`config.mk`:
```
export PLATFORM = sky130hd
export DESIGN_NAME = number_encoder_serializer
export DESIGN_NICKNAME = d
export VERILOG_FILES = /design/src/rtl/number_encoder_serializer.sv
export SDC_FILE = /design/constraint.sdc
export NUM_CORES = 1
export LEC_CHECK = 0
export BUFFER_PORTS_ARGS = -buffer_cell sky130_fd_sc_hd__buf_2
export CORE_MARGIN = 5
export CORE_UTILIZATION = 40
export DETAILED_ROUTE_END_ITERATION = 8
export PLACE_DENSITY = 0.62
export SYNTH_ARGS = -nofsm -noshare
export SYNTH_HDL_FRONTEND = slang
export SYNTH_SLANG_ARGS = --single-unit
```
`constraint.sdc`:
```
create_clock -name clk -period 3.6 [get_ports clk]
set_input_delay 0.54 -clock clk [delete_from_list [all_inputs] [get_ports clk]]
set_output_delay 0.54 -clock clk [all_outputs]
set_load 0.05 [all_outputs]
```
`src/rtl/number_encoder_serializer.sv`:
```
// JPEG coefficient encoder: converts a signed coefficient into its size category
// and magnitude code, then shifts the code out MSB-first over a valid/ready link.
module number_encoder_serializer #(
    parameter int DECODED_NUMBER_WIDTH = 12,
    parameter int CODED_NUMBER_WIDTH   = 11
) (
    input  logic                          clk,
    input  logic                          rst,
    input  logic                          in_valid,
    output logic                          in_ready,
    input  logic [DECODED_NUMBER_WIDTH-1:0] in_number,
    output logic                          cat_valid,
    output logic [3:0]                    s_value,
    output logic [CODED_NUMBER_WIDTH-1:0] coded_number,
    output logic                          bit_out,
    output logic                          bit_valid,
    input  logic                          bit_ready,
    output logic                          bit_last,
    output logic                          busy
);

    localparam int DNW = DECODED_NUMBER_WIDTH;
    localparam int CNW = CODED_NUMBER_WIDTH;
    localparam logic [DNW-1:0] MAX_MAG = DNW'((1 << CNW) - 1);

    typedef enum logic [0:0] {
        ST_IDLE = 1'b0,
        ST_EMIT = 1'b1
    } state_t;

    state_t           state_q, state_d;
    logic [3:0]       cnt_q, cnt_d;
    logic [3:0]       s_q, s_d;
    logic [CNW-1:0]   coded_q, coded_d;
    logic             cat_valid_q, cat_valid_d;
    logic [3:0]       enc_s_s;
    logic [CNW-1:0]   enc_code_s;
    logic [3:0]       bit_idx_s;
    logic [CNW-1:0]   shifted_s;
    logic             accept_s;

    // Returns {size category, code}; the most negative input and oversize magnitudes clamp
    function automatic logic [4+CNW-1:0] encode(input logic [DNW-1:0] v);
        logic [DNW-1:0] mag;
        logic [CNW-1:0] m;
        logic [CNW-1:0] mask;
        logic [CNW-1:0] code;
        logic [3:0]     s;
        if (v[DNW-1]) begin
            mag = ~v + {{(DNW-1){1'b0}}, 1'b1};
        end else begin
            mag = v;
        end
        if (mag > MAX_MAG) begin
            m = {CNW{1'b1}};
        end else begin
            m = mag[CNW-1:0];
        end
        s = 4'd0;
        for (int i = 0; i < CNW; i++) begin
            if (m[i]) begin
                s = 4'(i + 1);
            end else begin
                s = s;
            end
        end
        mask = ~({CNW{1'b1}} << s);
        if (v[DNW-1]) begin
            code = ~m & mask;
        end else begin
            code = m;
        end
        return {s, code};
    endfunction

    assign {enc_s_s, enc_code_s} = encode(in_number);
    assign accept_s  = in_valid && in_ready;
    assign bit_idx_s = cnt_q - 4'd1;
    assign shifted_s = coded_q >> bit_idx_s;

    assign in_ready     = (state_q == ST_IDLE) && !rst;
    assign busy         = (state_q == ST_EMIT);
    assign bit_valid    = (state_q == ST_EMIT);
    assign bit_last     = (state_q == ST_EMIT) && (cnt_q == 4'd1);
    assign bit_out      = (state_q == ST_EMIT) && shifted_s[0];
    assign cat_valid    = cat_valid_q;
    assign s_value      = s_q;
    assign coded_number = coded_q;

    // Next-state logic: capture on accept, count bits down while emitting
    always_comb begin
        state_d     = state_q;
        cnt_d       = cnt_q;
        s_d         = s_q;
        coded_d     = coded_q;
        cat_valid_d = 1'b0;
        case (state_q)
            ST_IDLE: begin
                if (accept_s) begin
                    s_d         = enc_s_s;
                    coded_d     = enc_code_s;
                    cat_valid_d = 1'b1;
                    if (enc_s_s != 4'd0) begin
                        state_d = ST_EMIT;
                        cnt_d   = enc_s_s;
                    end else begin
                        state_d = ST_IDLE;
                    end
                end else begin
                    state_d = ST_IDLE;
                end
            end
            ST_EMIT: begin
                if (bit_ready) begin
                    if (cnt_q <= 4'd1) begin
                        state_d = ST_IDLE;
                        cnt_d   = 4'd0;
                    end else begin
                        cnt_d   = cnt_q - 4'd1;
                    end
                end else begin
                    cnt_d = cnt_q;
                end
            end
            default: begin
                state_d = ST_IDLE;
                cnt_d   = 4'd0;
            end
        endcase
    end

    // State and output registers with synchronous reset
    always_ff @(posedge clk) begin
        if (rst) begin
            state_q     <= ST_IDLE;
            cnt_q       <= 4'd0;
            s_q         <= 4'd0;
            coded_q     <= {CNW{1'b0}};
            cat_valid_q <= 1'b0;
        end else begin
            state_q     <= state_d;
            cnt_q       <= cnt_d;
            s_q         <= s_d;
            coded_q     <= coded_d;
            cat_valid_q <= cat_valid_d;
        end
    end

endmodule

```
======== After elaboration in Yosys (flattened, before gate mapping) ========
Index checks and enable logic that the tools add are counted.
Widths: inputs -> output; s select.
word-level totals
  bits in registers ....................... 21
  word-level logic and storage cells ...... 54
operators by class
  add/subtract/negate cells ............... 2
  $lt $le $gt $ge ......................... 2
  eq/ne operators ......................... 4
  shifts and indexed selects .............. 2
  mux-type cells .......................... 25
  bitwise operators ....................... 5
  reduce and logical (&&, ||, !) cells .... 9
operator list
  kind                   count
  $mux 4                 12
  $mux 11                2
  $not 11->11            2
  $add 12x1->12 const B  1
  $gt 12x11->1 const B   1
  $mux 12                1
  $not 12->12            1
  $and 11x11->11         1
  $shl 11x4->11 const A  1
  $shr 11x4->1           1
  $pmux 4 s2             1
  $mux 1                 6
  $eq 4x1->1 const B     1
  $le 4x1->1 const B     1
  $logic_and 1x1->1      4
  $mux 2                 2
  $ne 2x2->1 const B     2
  $reduce_bool 4->1      1
  $sub 4x1->4 const B    1
  $reduce_and 3->1       1
  $ne 2x1->1 const B     1
  $pmux 1 s2             1
  $reduce_and 2->1       1
  $reduce_or 2->1        1
  other kinds (2)        2

======== Longest topological paths before layout ========
  word-level depth ........................ 20
  depth in mapped cells ................... 11
  depth with buffers taken out ............ 10

======== Worst setup path after synthesis ========
Ideal clock, no wire load.
  path kind ............................... input -> register
  start ................................... input port in_number[0]
  end ..................................... register cnt_q[0]
  setup time .............................. 0.095 ns
  arrival time ............................ 3.021 ns
  path slack .............................. 0.483 ns
  stages on the path ...................... 11
  cells stage by stage .................... clkbuf_1 inv_1 ha_1 or3b_2 a2111oi_0 nor3_2 nor4_4 nand2_4 o31ai_4 nand2_1 a221oi_1
on the way
  longest elaborated chain between the ends .. 19
  elaborated cells on any way between the ends .. 22
  classes of those cells .................. add/sub (1); order compare (1); eq/ne (1); mux (16); bitwise (1); reduce/logical (2)
RTL lines
  what                                                      RTL line  text
  from (decl)                                               11        input logic [DECODED_NUMBER_WIDTH-1:0] in_number,
  $not 12->12                                               50        mag = ~v + {{(DNW-1){1'b0}}, 1'b1};
  $add 12x1->12                                             50
  $mux 12 (*)                                               49        if (v[DNW-1]) begin
  $gt 12x11->1                                              54        if (mag > MAX_MAG) begin
  $mux 11 (*)                                               54
  $mux 1                                                    61        if (m[i]) begin
  $mux 2 (2 in a row)                                       61
  $mux 4 (7 in a row)                                       61
  $mux 4 (*)                                                61
  $reduce_bool 4->1 or $mux 4 (tied branches)               103       if (enc_s_s != 4'd0) begin
  $ne 2x1->1 (no line) or $mux 4 (tied branches)            --
  $reduce_and 3->1 (no line) or $pmux 4 s2 (tied branches)  --
  to (signal assigned)                                      142       cnt_q <= cnt_d;
  to (decl)                                                 32        logic [3:0] cnt_q, cnt_d;
Mark *: on every way between the ends. The rest lies on a longest branch, timed or not. The select of a mux whose other input is x is not followed.
A chain may end at the register's enable or synchronous reset.

======== Worst setup path after layout ========
Same ends and word-level chain as after synthesis.

==> flow_summary_export.csv <==
group,metric,value,unit
global_routing,grt-ovfl-total,0,
yosys,yosys.area.top_type,"dfxtp_1",
floorplanning,fp.coreArea,4320,sq um
critical_path,crit_path_max_incr_delay,0.59,ns
timing,fin_ws,0.445,ns
yosys,yosys.area.top_type_share,23.6,%
critical_path,worst-path-max-fanout,9,
placed_design,placed_cells,311,
critical_path,crit_path_start_kind,"primary input",
yosys,yosys_warnings,0,
floorplanning,rows,24,
timing,timing_hold_violations_final,0,
finish,fin_nets,283,
critical_path,crit_arrival,3.31,ns
global_routing,met2_usage,25.7,%
yosys,synth_edf_count,0,
finish,num_antenna_cells,0,
global_routing,grt_max_degree,27,
floorplanning,initial_utilization,41.2,%
floorplanning,fp.dieW,76.7,microns
placed_design,dp_hpwl,3840,microns
global_routing,use_met1,24.3,%
clock_network,clk_latency,0.26,ns
timing,setup_viol,0,
placed_design,portBuffers,36,
floorplanning,die-height,76.7,microns
clock_network,cts_num_sinks,21,
global_routing,grt_use_total,16.6,%
yosys,ys.flop_type,"dfxtp_1",
detailed_routing,routed-via-count,1830,
pwr,p_leak,0.833,nW
global_routing,antenna_found_initial,0,
clock_network,clk_pin_slew,0.07,ns
critical_path,crit_required,3.76,ns
yosys,yosys_register_bits,21,
yosys,syn-num-nets,259,
yosys,syn_area,1780,sq um
yosys,synthArstFlopShare,0,%
detailed_routing,first_pass_iters,4,
timing,worstMarginPinSlew,0.667,ns
clock_network,post_cts_buffers,0,
detailed_routing,route.antenna.remaining_nets,0,
pwr,p_per_area,366,nW/um^2
timing,period_minus_slack,3.15,ns
yosys,syn_area_per_cell,7.42,sq um
clock_network,cts-root-buf,"clkbuf_8",
finish,num-fill-cells,469,
clock_network,cts_hold_buf,0,
clock_network,ctsResizeCount,0,
detailed_routing,wire_per_inst,15.8,microns
min_path,min_path_type,"reg -> reg",
critical_path,crit_type,"in -> reg",
finish,fin_cells,315,
detailed_routing,drt_wl_total,4990,microns
global_routing,grt_pass1_vias,1678,
placed_design,gp_congestion,0.851,
placed_design,dp_slack,0.250,ns
floorplanning,ios,37,
clock_network,cts_buffers,3,
timing,slew_viol_final,0,
run,drv_cap,0,
global_routing,grt_busiest_layer,"met2",
detailed_routing,viasPerCell,5.81,
pwr,peakVddDrop,0.131,mV
yosys,seq_area_frac_synth,23.6,%
yosys,synthCells,240,
yosys,synth.distinct_cells,58,
timing,max_freq,317,MHz
timing,period_share,87.6,%
clock_network,clockBufferDepth,2,
run_status,outcome,"finished, final reports clean",
timing,fin_worst_skew,0.00187,ns
floorplanning,die-area,5890,sq um
finish,drive_gt1_share,22.8,%
global_routing,grt_pass1_wl,8340,microns
yosys,synth_area_leaders,"dfxtp_1 (24%), nor2_1 (6.7%), a21oi_1 (4.5%), clkbuf_1 (3.6%), nand2_1 (3.6%)",
timing,relSlewSlack,55.0,%
detailed_routing,drc,0,
detailed_routing,drt_iter0_drc,185,
clock_network,h-tree-depth,1,
clock_network,cts_tree,"yes",
critical_path,crit_chain,"buf_2 > inv_1 > ha_1 > or3b_2 > a2111oi_0 > nor3_2 > nor4_4 > nand2_4 > o31ai_4 > nand2_1 > a221oi_1",
timing,tns,0,ns
critical_path,end_kind,"flop",
critical_path,worst_path_max_delay_cell,"a2111oi_0",
global_routing,use_met3,2.11,%
timing,rsz0062_at_grt,"no",
finish,area_growth,13.0,%
==> placed cells by master (no fill, tap or decap), drive strengths merged, types with 3 or more instances in the layout <==
master,count
buf,42
nor2,32
dfxtp,21
nand2,18
a21oi,16
nor3,13
inv,9
o21ai,9
a22oi,6
a211oi,6
a31oi,5
o22ai,5
nor4,5
nand3,4
o31a,4
o31ai,4
clkbuf,4
xnor2,3
nor2b,3
mux2i,3
a2111oi,3
nand2b,3
a21boi,3
ha,3
and3,3
==> sequential cells by signal, summed over array words and instances (netlist names) <==
register / count
coded_number: 11
cnt_q: 4
s_value: 4
bit_valid: 1
cat_valid: 1
==> through the flow <==
stage | hold WS [ns] | cell area [sq um] | power [mW] | utilization, %
detailed placement | 0.460 | 1970 | 0.585 | 45.5
CTS | 0.471 | 2010 | 0.741 | 46.6
global route | 0.518 | 2010 | 0.782 | 46.6
global placement | 0.462 | 1970 | 0.586 | 45.5
floorplan | 0.490 | 1780 | 0.518 | -
finish | 0.471 | 2010 | 0.736 | 46.6
==> worst max-delay path, delay by kind of cell <==
| kind | cells | cell delay (ns) |
|---|---|---|
| compound gates | 3 | 1.18 |
| fa+ha+maj | 1 | 0.21 |
| buf+inv | 2 | 0.20 |
| simple gates | 5 | 1.16 |
==> cells in the mapped netlist, types with 2 or more instances <==
library cell and number:
a2111oi_0 3, a211o_1 2, a211oi_1 6, a21boi_0 3, a21o_1 2, a21oi_1 16
a221oi_1 2, a22oi_1 6, a31oi_1 5, a32oi_1 2, and3_1 2, buf_2 2
buf_4 2, clkbuf_1 17, dfxtp_1 21, ha_1 3, inv_1 9, mux2i_1 3
mux4_2 2, nand2_1 17, nand2b_1 3, nand3_1 4, nand3b_1 2, nor2_1 32
nor2b_1 3, nor3_1 12, nor4_1 4, o21ai_0 9, o22ai_1 5, o311ai_0 2
o31a_1 4, o31ai_1 3, or2_2 2, or3b_2 2, or4_1 2, xnor2_1 3
xor2_1 2
==> final cells by class <==
type	count	area, sq um	area share, %
inverters	9	33.8	1.68
well taps	52	65.1	3.23
repair buffers	42	225	11.2
multi-input cells	187	1220	60.8
flip-flops and latches	21	420	20.9
clock buffers	4	45.0	2.24
==> power breakdown <==
part / total, mW / switching, mW / internal [mW]
registers: 0.277 / 0.0235 / 0.254
clock network: 0.155 / 0.0763 / 0.0789
logic: 0.303 / 0.204 / 0.0990
total: 0.736 / 0.304 / 0.432
==> worst paths after layout <==
path                                  startpoint                to  slack (ns)  depth (start not counted)
worst max-delay path                in_number[0]          cnt_q[0]        0.45                         11
worst min-delay path            coded_number[10]  coded_number[10]        0.47                          2
worst max register to register         bit_valid          cnt_q[2]        1.79                          5
worst min register to register  coded_number[10]  coded_number[10]        0.47                          2
==> cells by family after synthesis <==
kind of cell	Yosys count	share of synthesized area (%)
and+or+nand+nor	94	27.1
DFF	21	23.6
buffers and inverters	32	7.72
AOI/OAI and AO/OA	79	32.2
xor gates and xnor gates	5	2.46
muxes	6	4.85
adders and majority gates	3	2.11
==> routing by layer <==
| metal | vias to the layer above | part of all wire (%) |
|---|---|---|
| met2 | 64 | 45 |
| li1 | 936 | - |
| met1 | 824 | 48 |
| met5 | - | 0 |
| met4 | 0 | 1.2 |
| met3 | 6 | 6.3 |
Note: power is estimated with default switching activity, not from simulation.
